### src/rtl/ascon_pack.sv
// Shared ASCON control definitions: decrypt FSM states, round bounds and XOR-stage select codes.
`default_nettype none
package ascon_pack;

  typedef enum logic [2:0] {
    ST_IDLE    = 3'd0,
    ST_INIT    = 3'd1,
    ST_AD_WAIT = 3'd2,
    ST_AD_RUN  = 3'd3,
    ST_CT_WAIT = 3'd4,
    ST_CT_RUN  = 3'd5,
    ST_FINAL   = 3'd6,
    ST_TAG     = 3'd7
  } type_state_dec;

  localparam int         ROUNDS_A      = 12;
  localparam logic [3:0] ROUND_B_START = 4'd6;
  localparam logic [3:0] LAST_ROUND    = 4'(ROUNDS_A - 1);

  localparam logic [1:0] XB_AD     = 2'b00;
  localparam logic [1:0] XB_CT     = 2'b01;
  localparam logic [1:0] XB_CT_KEY = 2'b11;

  localparam logic XE_KEY = 1'b0;
  localparam logic XE_DS  = 1'b1;

endpackage
`default_nettype wire

### src/rtl/ascon_decrypt_fsm_round_counter.sv
// 4-bit permutation round counter: synchronous load of 0 or 6, otherwise optional increment.
`default_nettype none
module round_counter
  import ascon_pack::*;
(
  input  logic       clk,
  input  logic       rst_n,
  input  logic       load,
  input  logic       load_six,
  input  logic       incr,
  output logic [3:0] count
);

  always_ff @(posedge clk or negedge rst_n) begin
    if (!rst_n) begin
      count <= 4'd0;
    end else if (load) begin
      count <= load_six ? ROUND_B_START : 4'd0;
    end else if (incr) begin
      count <= count + 4'd1;
    end
  end

endmodule
`default_nettype wire

### src/rtl/ascon_decrypt_fsm.sv
// ASCON-128 decryption controller: sequences init, AD, ciphertext and finalisation/tag-check phases.
`default_nettype none
module ascon_decrypt_fsm
  import ascon_pack::*;
#(
  parameter int NB_AD_BLOCKS = 1,
  parameter int NB_CT_BLOCKS = 4
) (
  input  logic       clock_i,
  input  logic       resetb_i,
  input  logic       start_i,
  input  logic       data_valid_i,
  input  logic       tag_match_i,
  output logic       data_ready_o,
  output logic       enable_o,
  output logic       input_mode_o,
  output logic [3:0] round_o,
  output logic       bypass_xor_begin_o,
  output logic [1:0] sel_xor_begin_o,
  output logic       bypass_xor_end_o,
  output logic       sel_xor_end_o,
  output logic       pt_valid_o,
  output logic       busy_o,
  output logic       done_o,
  output logic       auth_ok_o
);

  localparam int MAX_BLOCKS = (NB_AD_BLOCKS > NB_CT_BLOCKS) ? NB_AD_BLOCKS : NB_CT_BLOCKS;
  localparam int BLK_W      = $clog2(MAX_BLOCKS + 1);

  type_state_dec    state, state_next;
  logic [BLK_W-1:0] blk_cnt;
  logic [3:0]       round;
  logic             rc_load, rc_six, rc_inc;
  logic             blk_clr, blk_inc;
  logic             auth_clr, auth_set;
  logic             xfer, ct_last, ad_last;

  round_counter u_round_counter (
    .clk      (clock_i),
    .rst_n    (resetb_i),
    .load     (rc_load),
    .load_six (rc_six),
    .incr     (rc_inc),
    .count    (round)
  );

  assign round_o = round;
  assign busy_o  = (state != ST_IDLE);
  assign xfer    = data_valid_i & data_ready_o;
  assign ct_last = (blk_cnt == BLK_W'(NB_CT_BLOCKS - 1));
  assign ad_last = (blk_cnt >= BLK_W'(NB_AD_BLOCKS));

  always_ff @(posedge clock_i or negedge resetb_i) begin
    if (!resetb_i) begin
      state <= ST_IDLE;
    end else begin
      state <= state_next;
    end
  end

  // Saturating so a misconfigured host can never wrap back onto a "last block" match.
  always_ff @(posedge clock_i or negedge resetb_i) begin
    if (!resetb_i) begin
      blk_cnt <= '0;
    end else if (blk_clr) begin
      blk_cnt <= '0;
    end else if (blk_inc && (blk_cnt != BLK_W'(MAX_BLOCKS))) begin
      blk_cnt <= blk_cnt + 1'b1;
    end
  end

  always_ff @(posedge clock_i or negedge resetb_i) begin
    if (!resetb_i) begin
      auth_ok_o <= 1'b0;
    end else if (auth_clr) begin
      auth_ok_o <= 1'b0;
    end else if (auth_set) begin
      auth_ok_o <= tag_match_i;
    end
  end

  always_comb begin
    state_next         = state;
    rc_load            = 1'b0;
    rc_six             = 1'b0;
    rc_inc             = 1'b0;
    blk_clr            = 1'b0;
    blk_inc            = 1'b0;
    auth_clr           = 1'b0;
    auth_set           = 1'b0;
    data_ready_o       = 1'b0;
    enable_o           = 1'b0;
    input_mode_o       = 1'b0;
    bypass_xor_begin_o = 1'b1;
    sel_xor_begin_o    = XB_AD;
    bypass_xor_end_o   = 1'b1;
    sel_xor_end_o      = XE_KEY;
    pt_valid_o         = 1'b0;
    done_o             = 1'b0;

    case (state)
      ST_IDLE: begin
        if (start_i) begin
          state_next = ST_INIT;
          rc_load    = 1'b1;
          blk_clr    = 1'b1;
          auth_clr   = 1'b1;
        end
      end

      ST_INIT: begin
        enable_o     = 1'b1;
        input_mode_o = (round != 4'd0);
        if (round == LAST_ROUND) begin
          bypass_xor_end_o = 1'b0;
          sel_xor_end_o    = XE_KEY;
          rc_load          = 1'b1;
          rc_six           = 1'b1;
          state_next       = ST_AD_WAIT;
        end else begin
          rc_inc = 1'b1;
        end
      end

      ST_AD_WAIT: begin
        data_ready_o = 1'b1;
        if (xfer) begin
          enable_o           = 1'b1;
          input_mode_o       = 1'b1;
          bypass_xor_begin_o = 1'b0;
          sel_xor_begin_o    = XB_AD;
          rc_inc             = 1'b1;
          blk_inc            = 1'b1;
          state_next         = ST_AD_RUN;
        end
      end

      ST_AD_RUN: begin
        enable_o     = 1'b1;
        input_mode_o = 1'b1;
        if (round == LAST_ROUND) begin
          rc_load = 1'b1;
          if (ad_last) begin
            bypass_xor_end_o = 1'b0;
            sel_xor_end_o    = XE_DS;
            blk_clr          = 1'b1;
            // A single-block ciphertext goes straight to the key-absorbing pass starting at round 0.
            rc_six           = (NB_CT_BLOCKS != 1);
            state_next       = ST_CT_WAIT;
          end else begin
            rc_six     = 1'b1;
            state_next = ST_AD_WAIT;
          end
        end else begin
          rc_inc = 1'b1;
        end
      end

      ST_CT_WAIT: begin
        data_ready_o = 1'b1;
        if (xfer) begin
          pt_valid_o         = 1'b1;
          enable_o           = 1'b1;
          input_mode_o       = 1'b1;
          bypass_xor_begin_o = 1'b0;
          rc_inc             = 1'b1;
          blk_inc            = 1'b1;
          if (ct_last) begin
            sel_xor_begin_o = XB_CT_KEY;
            state_next      = ST_FINAL;
          end else begin
            sel_xor_begin_o = XB_CT;
            state_next      = ST_CT_RUN;
          end
        end
      end

      ST_CT_RUN: begin
        enable_o     = 1'b1;
        input_mode_o = 1'b1;
        if (round == LAST_ROUND) begin
          rc_load    = 1'b1;
          rc_six     = !ct_last;
          state_next = ST_CT_WAIT;
        end else begin
          rc_inc = 1'b1;
        end
      end

      ST_FINAL: begin
        enable_o     = 1'b1;
        input_mode_o = 1'b1;
        if (round == LAST_ROUND) begin
          bypass_xor_end_o = 1'b0;
          sel_xor_end_o    = XE_KEY;
          rc_load          = 1'b1;
          state_next       = ST_TAG;
        end else begin
          rc_inc = 1'b1;
        end
      end

      ST_TAG: begin
        done_o     = 1'b1;
        auth_set   = 1'b1;
        state_next = ST_IDLE;
      end

      default: state_next = ST_IDLE;
    endcase
  end

endmodule
`default_nettype wire

### config.mk
export PLATFORM = sky130hd
export DESIGN_NAME = ascon_decrypt_fsm
export DESIGN_NICKNAME = d
export VERILOG_FILES = /design/src/rtl/ascon_pack.sv /design/src/rtl/ascon_decrypt_fsm_round_counter.sv /design/src/rtl/ascon_decrypt_fsm.sv
export SDC_FILE = /design/constraint.sdc
export NUM_CORES = 1
export LEC_CHECK = 0
export BUFFER_PORTS_ARGS = -buffer_cell sky130_fd_sc_hd__buf_2
export CAP_MARGIN = 20
export CORE_MARGIN = 2
export CORE_UTILIZATION = 35
export CTS_CLUSTER_SIZE = 10
export DETAILED_ROUTE_END_ITERATION = 16
export PLACE_DENSITY = 0.54
export SLEW_MARGIN = 20
export SYNTH_ARGS = -nofsm -noshare
export SYNTH_HDL_FRONTEND = slang
export SYNTH_SLANG_ARGS = --single-unit
### constraint.sdc
create_clock -name clock_i -period 1.9 [get_ports clock_i]
set_input_delay 0.285 -clock clock_i [delete_from_list [all_inputs] [get_ports clock_i]]
set_output_delay 0.285 -clock clock_i [all_outputs]
set_load 0.01 [all_outputs]
======== Word-level counts from Yosys, hierarchy flattened ========
Index checks and enable logic that the tools add are counted.
operators by class
  $add $sub $neg .......................... 2
  $lt $le $gt $ge ......................... 1
  eq/ne operators ......................... 17
  muxes and demuxes ....................... 44
  bitwise logic cells ..................... 1
  reduce and logical (&&, ||, !) cells .... 14
operator list
  kind                 number
  $mux 3               11
  $pmux 3 s8           1
  $mux 1               19
  $ne 2x2->1 const B   7
  $eq 3x3->1 const B   4
  $pmux 1 s2           6
  $eq 3x2->1 const B   3
  $mux 2               4
  $mux 4               2
  $reduce_and 7->1     1
  $reduce_bool 2->1    3
  $reduce_or 2->1      3
  $add 4x1->4 const B  1
  $eq 4x4->1 const B   1
  $reduce_bool 4->1    1
  $reduce_or 4->1      1
  $add 3x1->3 const B  1
  $eq 3x1->1 const B   1
  $ge 3x1->1 const B   1
  $logic_not 3->1      1
  $ne 3x3->1 const B   1
  $pmux 1 s3           1
  $reduce_bool 3->1    1
  $reduce_or 3->1      1
  other kinds (3)      3
storage, ports and cells
  bits in registers ....................... 11
  bits of input ports ..................... 5
  output and inout bits ................... 16

======== Logic depth before layout (Yosys ltp) ========
Gate-level depths: netlist of the first run.
  depth in word-level cells ............... 9
  mapped depth ............................ 6

======== By module ========
Synthesis of the first run repeated with hierarchy kept, for this count alone.
unflattened totals
  cells, all modules ...................... 106
  area, all modules ....................... 904.6 µm²
modules (own cells, without submodules)
  module             instances  cells an instance  area an instance (µm²)
  ascon_decrypt_fsm  1          88                 699.4
  round_counter      1          18                 205.2

======== Least setup slack after synthesis of the first run ========
No wires, ideal clock.
  path type ............................... register to register
  start ................................... reg u_round_counter.count[1]
  end ..................................... reg blk_cnt[0]
  arrival time ............................ 1.710 ns
  required time ........................... 1.775 ns
  path slack .............................. 0.065 ns
  stages on the path, launching flop included .. 7
  buffers on the path ..................... 1
  period minus slack after synthesis ...... 1.835 ns
  path through ............................ dfrtp_1 -> ha_1 -> and3b_1 -> buf_2 -> nor4b_2 -> nor3_1 -> mux2_2
between the ends
  longest elaborated chain between the ends .. 4
  elaborated cells on any way between the ends .. 5
  those cells by class .................... 1 x eq/ne; 3 x mux; 1 x reduce/logical
RTL lines
  item                                                line                                   source
  start, declared                                     ascon_decrypt_fsm_round_counter.sv:11  output logic [3:0] count
  start signal, assigned                              ascon_decrypt_fsm_round_counter.sv:18  count <= load_six ? ROUND_B_START : 4'd0;
  start signal, assigned                              ascon_decrypt_fsm_round_counter.sv:20  count <= count + 4'd1;
  $eq 4x4->1 *                                        ascon_decrypt_fsm.sv:142               if (round == LAST_ROUND) begin
  $mux 1 *                                            ascon_decrypt_fsm.sv:142
  $pmux 1 s2 *                                        ascon_decrypt_fsm.sv:102               case (state)
  $mux 3 / $reduce_bool 2->1 (equally long branches)  --
  end signal, assigned                                ascon_decrypt_fsm.sv:69                blk_cnt <= blk_cnt + 1'b1;
  end, declared                                       ascon_decrypt_fsm.sv:32                logic [BLK_W-1:0] blk_cnt;
Mark *: on every way between the ends. The rest lies on a longest branch, timed or not.
A chain may end at the register's enable or synchronous reset.

======== Final worst setup path of the first run ========
  start ................................... reg blk_cnt[0]
  end ..................................... out sel_xor_begin_o[1]
between the ends
  longest elaborated chain between the ends .. 4
RTL lines
  item           line                      source
  $eq 3x2->1     ascon_decrypt_fsm.sv:51   assign ct_last = (blk_cnt == BLK_W'(NB_CT_BLOCKS - 1));
  $mux 2         ascon_decrypt_fsm.sv:169  if (ct_last) begin
  $mux 2         ascon_decrypt_fsm.sv:162  if (xfer) begin
  $mux 2         --
  end, declared  ascon_decrypt_fsm.sv:19   output logic [1:0] sel_xor_begin_o,
No other way between the ends.

==> results of run 1 <==
-- synthesized netlist by cell type (2+ instances only) --
cell type	n	share of area, %
sky130_fd_sc_hd__dfrtp_1	11	31
sky130_fd_sc_hd__inv_1	11	4.6
sky130_fd_sc_hd__ha_1	6	8.5
sky130_fd_sc_hd__o21ai_0	6	3.4
sky130_fd_sc_hd__nor2_1	5	2.1
sky130_fd_sc_hd__a21oi_1	4	2.3
sky130_fd_sc_hd__nand2_1	4	1.7
sky130_fd_sc_hd__clkbuf_1	3	1.3
sky130_fd_sc_hd__nand3_1	3	1.7
sky130_fd_sc_hd__nor4_1	3	2.1
sky130_fd_sc_hd__a21boi_0	2	1.7
sky130_fd_sc_hd__a22o_1	2	2.0
sky130_fd_sc_hd__and3_1	2	1.4
sky130_fd_sc_hd__and3b_1	2	2.0
sky130_fd_sc_hd__buf_2	2	1.1
sky130_fd_sc_hd__buf_4	2	1.7
sky130_fd_sc_hd__buf_6	2	2.5
sky130_fd_sc_hd__mux2_2	2	2.5
sky130_fd_sc_hd__mux2i_1	2	2.3
sky130_fd_sc_hd__nand2b_1	2	1.4
sky130_fd_sc_hd__o211a_1	2	2.3
-- tightest hold or removal path: stages --
cell and delay (ps):
sky130_fd_sc_hd__buf_2 70, sky130_fd_sc_hd__mux2i_1 50, sky130_fd_sc_hd__nor2_1 80
-- power breakdown --
part           switching (uW)  internal, uW
Clock                    74.9          81.1
Sequential                165           341
Combinational             573           600
Total                     813          1020
-- area by class of cell --
cell class | instances | share of cell area (%)
Multi-Input combinational cell | 66 | 46.6
Sequential cell | 11 | 23.7
Timing Repair Buffer | 39 | 20.8
Inverter | 11 | 3.50
Tap cell | 30 | 3.18
Clock buffer | 4 | 2.23
-- registers in the layout (all words and copies together) (netlist names) --
name and flops:
u_round_counter.count 4, state 3, blk_cnt 3, auth_ok_o 1
-- path summary, 6_finish.rpt --
path | slack, ps | end | from
min in group asynchronous | 420 | blk_cnt[2] | resetb_i
worst min register to register | 520 | auth_ok_o | auth_ok_o
worst min-delay path | 280 | auth_ok_o | tag_match_i
max in group asynchronous | 1260 | state[2] | resetb_i
worst max register to register | 180 | state[0] | state[2]
worst max-delay path | 50 | sel_xor_begin_o[1] | blk_cnt[0]
-- stage by stage --
| stage | hold WS, ps | total power, uW | worst slack, ps | utilization [%] |
|---|---|---|---|---|
| after global placement | 174 | 1470 | 77.9 | 41.6 |
| after detailed placement | 171 | 1470 | 56.6 | 41.6 |
| after floorplan | -10.6 | 1190 | 64.9 | - |
| after global routing | 298 | 2010 | -50.9 | 48.5 |
| after CTS | 277 | 1720 | -0.805 | 45.0 |
| final | 277 | 1830 | 54.3 | 48.5 |
-- per-layer routing --
metal | part of all wire (%) | track usage, %
met5 | 0 | 0
met4 | 0.61 | 7.50
met3 | 2.8 | 1.64
met2 | 50 | 24.3
met1 | 46 | 20.7
-- cell families after synthesis --
| family | share of synthesized area (%) |
|---|---|
| AND/OR/NAND/NOR | 21.0 |
| AO/OA/AOI/OAI | 22.5 |
| buffers and inverters | 11.3 |
| flip-flops | 31.0 |
| adder cells (fa/ha/maj) | 8.45 |
| multiplexers | 4.79 |
| XOR/XNOR | 0.986 |
-- cells in the final DEF, fill, tap and decap left out, drive strengths merged, types with 4 or more instances in the layout --
cell type,netlist,layout
ha,6,6
clkbuf,3,4
a21oi,4,4
nand2,4,4
inv,11,11
dfrtp,11,11
o21ai,6,6
nor2,5,5
buf,6,38
-- timing repair --
action | in CTS | in global routing
hold buffers | 1 | 0
setup buffers | 4 | 8
hold endpoints to repair | 11 | 0
setup endpoints to repair | 4 | 5
resized for setup | 7 | 7
==> impl_metrics.prom, run 1 <==
# TYPE chip_impl_metric gauge
chip_impl_info{name="outcome",value="complete, no violations"} 1
chip_impl_metric{name="initial_utilization",unit="%"} 36.5
chip_impl_metric{name="detail_route.wirelength",unit="microns"} 2120
chip_impl_metric{name="clock-skew-final",unit="ps"} 8.56
chip_impl_metric{name="route.detailed.vias_per_inst",unit=""} 5.12
chip_impl_metric{name="globalRoute.totalOverflow",unit=""} 0
chip_impl_metric{name="htree_levels",unit=""} 1
chip_impl_metric{name="postSynthAreaPerCell",unit="sq um"} 9.16
chip_impl_metric{name="fp-row-count",unit=""} 18
chip_impl_metric{name="drt-initial-drc-count",unit=""} 22
chip_impl_metric{name="die-height",unit="microns"} 54.4
chip_impl_metric{name="clock_sinks",unit=""} 11
chip_impl_metric{name="clk_pin_slew",unit="ps"} 70
chip_impl_metric{name="synth_nets",unit=""} 108
chip_impl_info{name="unrepaired_setup_endpoints_after_global_routing",value="true"} 1
chip_impl_info{name="min_path_type",value="in -> reg"} 1
chip_impl_metric{name="yosys_warnings",unit=""} 0
chip_impl_metric{name="clkLatencyLatePin",unit="ps"} 260
chip_impl_info{name="synth_ff_type",value="sky130_fd_sc_hd__dfrtp_1"} 1
chip_impl_metric{name="critical_path_depth",unit=""} 6
chip_impl_metric{name="max-slew-margin-rel",unit="%"} 69.7
chip_impl_metric{name="inserted_diodes",unit=""} 0
chip_impl_metric{name="area_growth_syn_to_layout",unit="%"} 32.7
chip_impl_info{name="timing.critical_path.cells",value="buf_4, ha_1, ha_2, nand2_2, nor4_2, buf_2"} 1
chip_impl_metric{name="vias",unit=""} 824
chip_impl_metric{name="gp_routability_congestion",unit=""} 0.780
chip_impl_metric{name="track_usage",unit="%"} 15.4
chip_impl_metric{name="grt_pass1_vias",unit=""} 747
chip_impl_metric{name="setup-tns-final",unit="ps"} 0
chip_impl_metric{name="antenna_found_initial",unit=""} 0
chip_impl_metric{name="final_setup_violation_count",unit=""} 0
chip_impl_metric{name="cell_count_after_synthesis",unit=""} 97
chip_impl_metric{name="detailedPlacementHpwl",unit="microns"} 1510
chip_impl_metric{name="max_cap_viol_count",unit=""} 0
chip_impl_metric{name="sequential_area",unit="sq um"} 279
chip_impl_metric{name="design.portCount",unit=""} 21
chip_impl_info{name="timing.critical_path.from_type",value="flop"} 1
chip_impl_metric{name="worst_path_largest_cell_delay",unit="ps"} 410
chip_impl_metric{name="yosysUniqueCellTypes",unit=""} 40
chip_impl_metric{name="drt_drc_violations_left",unit=""} 0
chip_impl_metric{name="synth_edf_count",unit=""} 0
chip_impl_metric{name="cp_data_required_time",unit="ps"} 1620
chip_impl_metric{name="hold_path_depth",unit=""} 3
chip_impl_metric{name="cts_buffers",unit=""} 3
chip_impl_metric{name="timing.reg2reg.worst_path_depth",unit=""} 5
chip_impl_info{name="clock_tree.root_cell",value="sky130_fd_sc_hd__clkbuf_4"} 1
chip_impl_metric{name="postSynth.asyncResetShare",unit="%"} 100
chip_impl_metric{name="finalHoldViolCount",unit=""} 0
chip_impl_metric{name="filler_cells_inserted",unit=""} 247
chip_impl_info{name="clock_tree_from_tritoncts",value="built"} 1
chip_impl_metric{name="routed_wire_length_per_instance",unit="microns"} 13.1
chip_impl_metric{name="max-clock-path-buffers",unit=""} 2
chip_impl_metric{name="cellPowerDensity",unit="nW/um^2"} 1560
chip_impl_info{name="critical-path-top-delay-family",value="flip-flops"} 1
chip_impl_metric{name="detail_route.first_pass.iterations",unit=""} 4
chip_impl_metric{name="critical_path_peak_fanout",unit=""} 4
chip_impl_metric{name="ys_seq_elements",unit=""} 11
chip_impl_metric{name="placed_cells",unit=""} 144
chip_impl_info{name="setup.worst_path.end_class",value="primary output"} 1
chip_impl_metric{name="port_buffers",unit=""} 20
chip_impl_metric{name="dpl_cell_area",unit="sq um"} 1010
chip_impl_metric{name="ant_nets",unit=""} 0
chip_impl_metric{name="die-width",unit="microns"} 54.4
chip_impl_metric{name="worstPathArrival",unit="ps"} 1560
chip_impl_metric{name="pin_count_of_the_biggest_net_entering_global_routing",unit=""} 19
chip_impl_metric{name="post-route-period-util",unit="%"} 97.1
chip_impl_metric{name="multi_input_comb_area",unit="sq um"} 549
chip_impl_info{name="critical-path-slowest-cell",value="sky130_fd_sc_hd__dfrtp_1"} 1
chip_impl_metric{name="slew_viol_final",unit=""} 0
chip_impl_metric{name="drive_above_1_share",unit="%"} 45.0
chip_impl_metric{name="path_buf_inv",unit=""} 2
chip_impl_metric{name="fmaxAchievable",unit="MHz"} 542
chip_impl_metric{name="vdd_drop_max",unit="V"} 0.000621
chip_impl_metric{name="synth.yosys.seq_area_share",unit="%"} 31.0
chip_impl_metric{name="design.die.area",unit="sq um"} 2960
chip_impl_metric{name="finish.net_count",unit=""} 143
chip_impl_metric{name="tightestPinTransition",unit="ps"} 450
chip_impl_metric{name="final-instance-count-excl-fill",unit=""} 161
chip_impl_metric{name="grt_pass1_wl",unit="microns"} 3270
chip_impl_metric{name="finish.instance_area",unit="sq um"} 1180
chip_impl_metric{name="power.leakage",unit="uW"} 0.000622
chip_impl_metric{name="summed_instance_area_of_the_synthesized_netlist",unit="sq um"} 888
chip_impl_metric{name="finalCriticalPeriod",unit="ps"} 1850
chip_impl_info{name="criticalPathCategory",value="reg -> out"} 1
chip_impl_metric{name="core",unit="sq um"} 2430
No activity file was read; power rests on OpenSTA's default activity.
==> inputs of run 2 (changes only) <==
PLACE_DENSITY = 0.56   (was 0.54)
clock period = 1.5 ns   (was 1.9 ns; I/O delays follow)
==> impl_metrics.prom, run 2 (same netlist as run 1, synthesis figures left out) <==
# TYPE chip_impl_metric gauge
chip_impl_metric{name="clock_sinks",unit=""} 11
chip_impl_metric{name="placed_cells",unit=""} 168
chip_impl_metric{name="cts_buffers",unit=""} 3
chip_impl_info{name="hp-start",value="tag_match_i"} 1
chip_impl_info{name="critical-path-top-delay-family",value="flip-flops"} 1
chip_impl_metric{name="drt_drc_violations_left",unit=""} 0
chip_impl_metric{name="drive_above_1_share",unit="%"} 68.8
chip_impl_info{name="timing.critical_path.cells",value="buf_6, nor4_4, a21oi_1, o21ai_1, buf_2"} 1
chip_impl_metric{name="clock-skew-final",unit="ps"} 3.33
chip_impl_metric{name="worst_path_largest_cell_delay",unit="ps"} 450
chip_impl_info{name="critical-path-slowest-cell",value="sky130_fd_sc_hd__dfrtp_2"} 1
chip_impl_info{name="worst_r2r_startpoint",value="state[1]"} 1
chip_impl_metric{name="critical_path_peak_fanout",unit=""} 4
chip_impl_metric{name="antenna_found_initial",unit=""} 0
chip_impl_info{name="criticalPathCategory",value="reg -> out"} 1
chip_impl_metric{name="worstPathArrival",unit="ps"} 1530
chip_impl_metric{name="inserted_diodes",unit=""} 0
chip_impl_info{name="timing.critical_path.from_type",value="flop"} 1
chip_impl_metric{name="max-clock-path-buffers",unit=""} 2
chip_impl_metric{name="tightestPinTransition",unit="ps"} 270
chip_impl_metric{name="clk_pin_slew",unit="ps"} 70
chip_impl_info{name="layout_common_cells",value="sky130_fd_sc_hd__buf_4 (28), sky130_fd_sc_hd__buf_6 (24), sky130_fd_sc_hd__buf_2 (13), sky130_fd_sc_hd__inv_1 (10), sky130_fd_sc_hd__dfrtp_1 (6)"} 1
chip_impl_info{name="layout_top_registers",value="u_round_counter.count (4), blk_cnt (3), state (3)"} 1
chip_impl_metric{name="design.portCount",unit=""} 21
chip_impl_metric{name="port_buffers",unit=""} 20
chip_impl_metric{name="cp_data_required_time",unit="ps"} 1270
chip_impl_metric{name="vdd_drop_max",unit="V"} 0.00125
chip_impl_info{name="clock_tree_from_tritoncts",value="built"} 1
chip_impl_metric{name="htree_levels",unit=""} 1
chip_impl_info{name="leading_cell_type_in_the_layout_fill_and_taps_excluded",value="sky130_fd_sc_hd__buf_4"} 1
chip_impl_metric{name="finalHoldViolCount",unit=""} 0
chip_impl_metric{name="path_buf_inv",unit=""} 2
chip_impl_metric{name="grt_pass1_wl",unit="microns"} 4460
chip_impl_metric{name="fp-row-count",unit=""} 18
chip_impl_metric{name="slew_viol_final",unit=""} 0
chip_impl_metric{name="routed_wire_length_per_instance",unit="microns"} 15.7
chip_impl_metric{name="die-width",unit="microns"} 54.4
chip_impl_metric{name="max_cap_viol_count",unit=""} 0
chip_impl_info{name="top_register",value="u_round_counter.count"} 1
chip_impl_info{name="min_path_type",value="in -> reg"} 1
chip_impl_metric{name="ant_nets",unit=""} 0
chip_impl_metric{name="design.die.area",unit="sq um"} 2960
chip_impl_metric{name="finalCriticalPeriod",unit="ps"} 1760
chip_impl_metric{name="route.detailed.vias_per_inst",unit=""} 5.07
chip_impl_info{name="unrepaired_setup_endpoints_after_global_routing",value="true"} 1
chip_impl_metric{name="layout_setup_ws",unit="ps"} -259
chip_impl_metric{name="grt_pass1_vias",unit=""} 952
chip_impl_metric{name="preCtsSetupSlack",unit="ps"} -212
chip_impl_metric{name="hold_path_depth",unit=""} 3
chip_impl_metric{name="detailedPlacementHpwl",unit="microns"} 1810
chip_impl_metric{name="cellPowerDensity",unit="nW/um^2"} 2130
chip_impl_metric{name="detail_route.first_pass.iterations",unit=""} 4
chip_impl_metric{name="power.leakage",unit="uW"} 0.000826
chip_impl_metric{name="core",unit="sq um"} 2430
chip_impl_metric{name="initial_utilization",unit="%"} 36.5
chip_impl_metric{name="drt-initial-drc-count",unit=""} 15
chip_impl_metric{name="post-route-period-util",unit="%"} 117
chip_impl_metric{name="timing.reg2reg.worst_path_depth",unit=""} 5
chip_impl_info{name="outcome",value="finished with violations"} 1
chip_impl_info{name="clock_tree.root_cell",value="sky130_fd_sc_hd__clkbuf_4"} 1
chip_impl_metric{name="setup-tns-final",unit="ps"} -3050
chip_impl_metric{name="track_usage",unit="%"} 21.5
chip_impl_metric{name="final-instance-count-excl-fill",unit=""} 190
chip_impl_metric{name="vias",unit=""} 963
chip_impl_metric{name="largest_register_ffs",unit=""} 4
chip_impl_metric{name="pin_count_of_the_biggest_net_entering_global_routing",unit=""} 12
chip_impl_info{name="failed_checks",value="setup timing"} 1
chip_impl_metric{name="clkLatencyLatePin",unit="ps"} 260
chip_impl_info{name="critPathLaunch",value="blk_cnt[0]"} 1
chip_impl_metric{name="finish.net_count",unit=""} 172
chip_impl_metric{name="die-height",unit="microns"} 54.4
chip_impl_metric{name="area_growth_syn_to_layout",unit="%"} 88.6
chip_impl_metric{name="final_setup_violation_count",unit=""} 19
chip_impl_metric{name="fmaxAchievable",unit="MHz"} 568
chip_impl_metric{name="gp_routability_congestion",unit=""} 0.861
chip_impl_metric{name="globalRoute.totalOverflow",unit=""} 0
chip_impl_metric{name="max-slew-margin-rel",unit="%"} 81.8
chip_impl_metric{name="critical_path_depth",unit=""} 5
chip_impl_metric{name="detail_route.wirelength",unit="microns"} 2980
chip_impl_info{name="setup.worst_path.end_class",value="primary output"} 1
==> run 2: cell types whose count changed in the layout (fill, tap and decap cells not counted), sizes merged <==
cell | previous run | this run
buf | 38 | 66
clkbuf | 4 | 5
==> run 2: routing by layer <==
layer,wire [microns],vias to the layer above,track usage (%)
met2,1590,25,37.1
met4,81,0,10.8
met5,0,-,0
met1,1200,458,26.3
li1,-,470,-
met3,112,10,2.46
==> run 2: worst paths after layout <==
kind	to	slack [ps]
min in group asynchronous	blk_cnt[2]	350
worst min-delay path	auth_ok_o	210
worst max-delay path	bypass_xor_end_o	-260
max in group asynchronous	state[2]	930
worst min register to register	auth_ok_o	530
worst max register to register	u_round_counter.count[3]	-260
==> run 2: power by group <==
part,internal [uW],total (uW),leakage [uW],switching (uW)
Sequential,439,605,0.000133,167
Combinational,1570,2770,0.000678,1200
Clock,103,200,0.0000150,97.5
==> run 2: final cells by class <==
class	instances	area, sq um
repair buffers	68	581
well taps	30	37.5
fillers	186	757
flip-flops and latches	11	282
inverters	11	41.3
multi-input cells	66	708
clock buffers	4	26.3
==> run 2: worst reg2reg max path: cells and delay by family, from the launching register on <==
kind | cells | cell delay (ps)
and+or+nand+nor | 2 | 690
DFF | 1 | 450
muxes | 1 | 240
buffers and inverters | 1 | 140
AOI/OAI and AO/OA | 1 | 130
==> run 2: metrics by stage <==
step	hold slack (ps)	utilization (%)	power, uW	instance area [sq um]
6_report	213	68.9	3570	1680
5_1_grt	240	68.9	3840	1680
4_1_cts	215	63.1	3200	1540
3_5_place_dp	111	50.2	2340	1220
3_3_place_gp	110	50.2	2300	1220
2_1_floorplan	-70.6	-	1590	926
==> run 2: timing repair <==
| action | 4_1_cts | 5_1_grt |
|---|---|---|
| endpoints found under the hold margin | 11 | 0 |
| pin swaps | 7 | 12 |
| hold buffers | 1 | 0 |
| endpoints found under the setup margin | 20 | 22 |
| buffers inserted | 14 | 7 |
| gates resized for setup | 45 | 25 |
==> inputs of run 3 (changes only) <==
CORE_UTILIZATION = 40   (was 35)
PLACE_DENSITY = 0.63   (was 0.56)
==> impl_metrics.prom, run 3 (same netlist as run 1, synthesis figures left out) <==
# TYPE chip_impl_metric gauge
chip_impl_info{name="outcome",value="finished with violations"} 1
chip_impl_info{name="failed_checks",value="setup timing"} 1
chip_impl_metric{name="dpl_cell_area",unit="sq um"} 1220
chip_impl_metric{name="timing.reg2reg.setup_slack",unit="ps"} -230
chip_impl_metric{name="path_buf_inv",unit=""} 3
chip_impl_metric{name="die-height",unit="microns"} 51.1
chip_impl_metric{name="power.leakage",unit="uW"} 0.000861
chip_impl_metric{name="fp-row-count",unit=""} 17
chip_impl_metric{name="ant_nets",unit=""} 0
chip_impl_metric{name="design.portCount",unit=""} 21
chip_impl_metric{name="final_setup_violation_count",unit=""} 21
chip_impl_metric{name="drt-initial-drc-count",unit=""} 29
chip_impl_info{name="setup.worst_path.end_class",value="primary output"} 1
chip_impl_metric{name="clkLatencyLatePin",unit="ps"} 270
chip_impl_metric{name="drive_above_1_share",unit="%"} 69.9
chip_impl_metric{name="clk_pin_slew",unit="ps"} 70
chip_impl_info{name="worst_r2r_startpoint",value="state[2]"} 1
chip_impl_metric{name="cellPowerDensity",unit="nW/um^2"} 2200
chip_impl_metric{name="drt_drc_violations_left",unit=""} 0
chip_impl_metric{name="timing.reg2reg.worst_path_depth",unit=""} 5
chip_impl_metric{name="finish.net_count",unit=""} 178
chip_impl_metric{name="filler_cells_inserted",unit=""} 128
chip_impl_metric{name="critical_path_peak_fanout",unit=""} 2
chip_impl_metric{name="setup-tns-final",unit="ps"} -3650
chip_impl_metric{name="power.internal",unit="uW"} 2220
chip_impl_metric{name="power.net_switching",unit="uW"} 1560
chip_impl_metric{name="htree_levels",unit=""} 1
chip_impl_metric{name="hold_path_depth",unit=""} 3
chip_impl_metric{name="fin_hold_ws",unit="ps"} 215
chip_impl_metric{name="max_cap_viol_count",unit=""} 0
chip_impl_metric{name="area_growth_syn_to_layout",unit="%"} 93.0
chip_impl_metric{name="post-route-period-util",unit="%"} 119
chip_impl_metric{name="cp_data_required_time",unit="ps"} 1270
chip_impl_metric{name="grt_pass1_vias",unit=""} 965
chip_impl_info{name="leading_cell_type_in_the_layout_fill_and_taps_excluded",value="sky130_fd_sc_hd__buf_4"} 1
chip_impl_metric{name="detail_route.wirelength",unit="microns"} 3390
chip_impl_metric{name="layout_setup_ws",unit="ps"} -289
chip_impl_metric{name="tightestPinTransition",unit="ps"} 432
chip_impl_info{name="worst_reg2reg_endpoint",value="u_round_counter.count[3]"} 1
chip_impl_metric{name="globalRoute.totalOverflow",unit=""} 0
chip_impl_info{name="unrepaired_setup_endpoints_after_global_routing",value="true"} 1
chip_impl_info{name="min_path_type",value="in -> reg"} 1
chip_impl_metric{name="finish.instance_area",unit="sq um"} 1710
chip_impl_metric{name="route.detailed.vias_per_inst",unit=""} 5.45
chip_impl_metric{name="clock-skew-final",unit="ps"} 5.07
chip_impl_metric{name="max-clock-path-buffers",unit=""} 2
chip_impl_metric{name="initial_utilization",unit="%"} 41.4
chip_impl_metric{name="worst_path_largest_cell_delay",unit="ps"} 390
chip_impl_metric{name="largest_register_ffs",unit=""} 4
chip_impl_metric{name="max-slew-margin-rel",unit="%"} 71.0
chip_impl_metric{name="vdd_drop_max",unit="V"} 0.00147
chip_impl_metric{name="final-instance-count-excl-fill",unit=""} 194
chip_impl_info{name="clock_tree.root_cell",value="sky130_fd_sc_hd__clkbuf_4"} 1
chip_impl_metric{name="power.share.sequential",unit="%"} 16.4
chip_impl_metric{name="gp_routability_congestion",unit=""} 0.900
chip_impl_metric{name="routed_wire_length_per_instance",unit="microns"} 17.5
chip_impl_info{name="criticalPathCategory",value="reg -> out"} 1
chip_impl_metric{name="port_buffers",unit=""} 20
chip_impl_info{name="clock_tree_from_tritoncts",value="built"} 1
chip_impl_info{name="layout_common_cells",value="sky130_fd_sc_hd__buf_4 (35), sky130_fd_sc_hd__buf_6 (25), sky130_fd_sc_hd__buf_2 (13), sky130_fd_sc_hd__inv_1 (11), sky130_fd_sc_hd__dfrtp_1 (6)"} 1
chip_impl_metric{name="power_switching_share",unit="%"} 41.2
chip_impl_info{name="timing.critical_path.cells",value="inv_1, ha_2, nor4_4, buf_4, nor4b_4, buf_2"} 1
chip_impl_info{name="hp-start",value="tag_match_i"} 1
chip_impl_metric{name="antenna_found_initial",unit=""} 0
chip_impl_metric{name="p_comb_share",unit="%"} 78.1
chip_impl_metric{name="design.die.area",unit="sq um"} 2610
chip_impl_metric{name="inserted_diodes",unit=""} 0
chip_impl_info{name="worst_hold_path_endpoint",value="auth_ok_o"} 1
chip_impl_metric{name="critical_path_depth",unit=""} 6
chip_impl_metric{name="core",unit="sq um"} 2150
chip_impl_metric{name="placed_cells",unit=""} 167
chip_impl_info{name="critical-path-slowest-cell",value="sky130_fd_sc_hd__dfrtp_1"} 1
chip_impl_metric{name="grt_pass1_wl",unit="microns"} 4450
chip_impl_metric{name="cts_buffers",unit=""} 3
chip_impl_metric{name="worstPathArrival",unit="ps"} 1560
chip_impl_info{name="layout_top_registers",value="u_round_counter.count (4), blk_cnt (3), state (3)"} 1
chip_impl_metric{name="fmaxAchievable",unit="MHz"} 559
chip_impl_metric{name="vias",unit=""} 1057
chip_impl_metric{name="pin_count_of_the_biggest_net_entering_global_routing",unit=""} 12
chip_impl_info{name="critical-path-top-delay-family",value="buffers and inverters"} 1
chip_impl_metric{name="detail_route.first_pass.iterations",unit=""} 4
chip_impl_metric{name="slew_viol_final",unit=""} 0
chip_impl_metric{name="detailedPlacementHpwl",unit="microns"} 1810
chip_impl_metric{name="die-width",unit="microns"} 51.1
chip_impl_metric{name="pwr-share-clk",unit="%"} 5.4
chip_impl_metric{name="clock_sinks",unit=""} 11
chip_impl_info{name="timing.critical_path.from_type",value="flop"} 1
chip_impl_info{name="top_register",value="u_round_counter.count"} 1
chip_impl_metric{name="track_usage",unit="%"} 23.1
chip_impl_metric{name="finalCriticalPeriod",unit="ps"} 1790
chip_impl_metric{name="finalHoldViolCount",unit=""} 0
[run 3: power groups by stage]
stage / sequential, uW / combinational (uW) / clock (uW)
floorplan: 572 / 1020 / 0
global route: 636 / 3110 / 228
detailed placement: 604 / 1760 / 0
global placement: 586 / 1730 / 0
CTS: 603 / 2460 / 206
finish: 621 / 2950 / 206
[run 3: how the worst max path moves through the flow]
stage	start	end	slack [ps]
finish	blk_cnt[1]	sel_xor_end_o	-290
global route	blk_cnt[0]	bypass_xor_end_o	-370
CTS	blk_cnt[1]	sel_xor_end_o	-350
detailed placement	state[0]	blk_cnt[0]	-230
global placement	state[0]	blk_cnt[0]	-170
floorplan	u_round_counter.count[0]	blk_cnt[0]	-170
[run 3: area by class of cell]
| class | instances | area, sq um | share of cell area, % |
|---|---|---|---|
| multi-input cells | 66 | 711 | 41.5 |
| well taps | 28 | 35.0 | 2.04 |
| flip-flops and latches | 11 | 282 | 16.4 |
| clock buffers | 4 | 26.3 | 1.53 |
| repair buffers | 74 | 619 | 36.1 |
| inverters | 11 | 41.3 | 2.41 |
[run 3: worst reg2reg max path, stage by stage (launching register included)]
cell	delay [ps]
sky130_fd_sc_hd__dfrtp_2	470
sky130_fd_sc_hd__buf_6	140
sky130_fd_sc_hd__or4b_4	580
sky130_fd_sc_hd__o211ai_4	140
sky130_fd_sc_hd__nand4_2	120
sky130_fd_sc_hd__mux2i_1	210
[run 3: per-stage QoR]
stage	setup slack [ps]	total power (uW)	util (%)
floorplan	-166	1590	-
global placement	-171	2310	57.0
detailed placement	-229	2360	57.0
CTS	-348	3270	72.6
global route	-374	3980	79.8
finish	-289	3780	79.8
[run 3: timing repair]
action,in CTS,in global routing
resized for setup,45,26
setup buffers,15,7
hold buffers,1,0
endpoints found under the hold margin,11,0
pin swaps,10,5
setup endpoints to repair,20,22
[run 3: layer usage]
metal	wire length, microns	track usage [%]	vias up
li1	-	-	485
met1	1400	28.4	537
met2	1820	40.9	29
met3	102	2.92	6
met4	66	8.11	0
met5	0	0	-
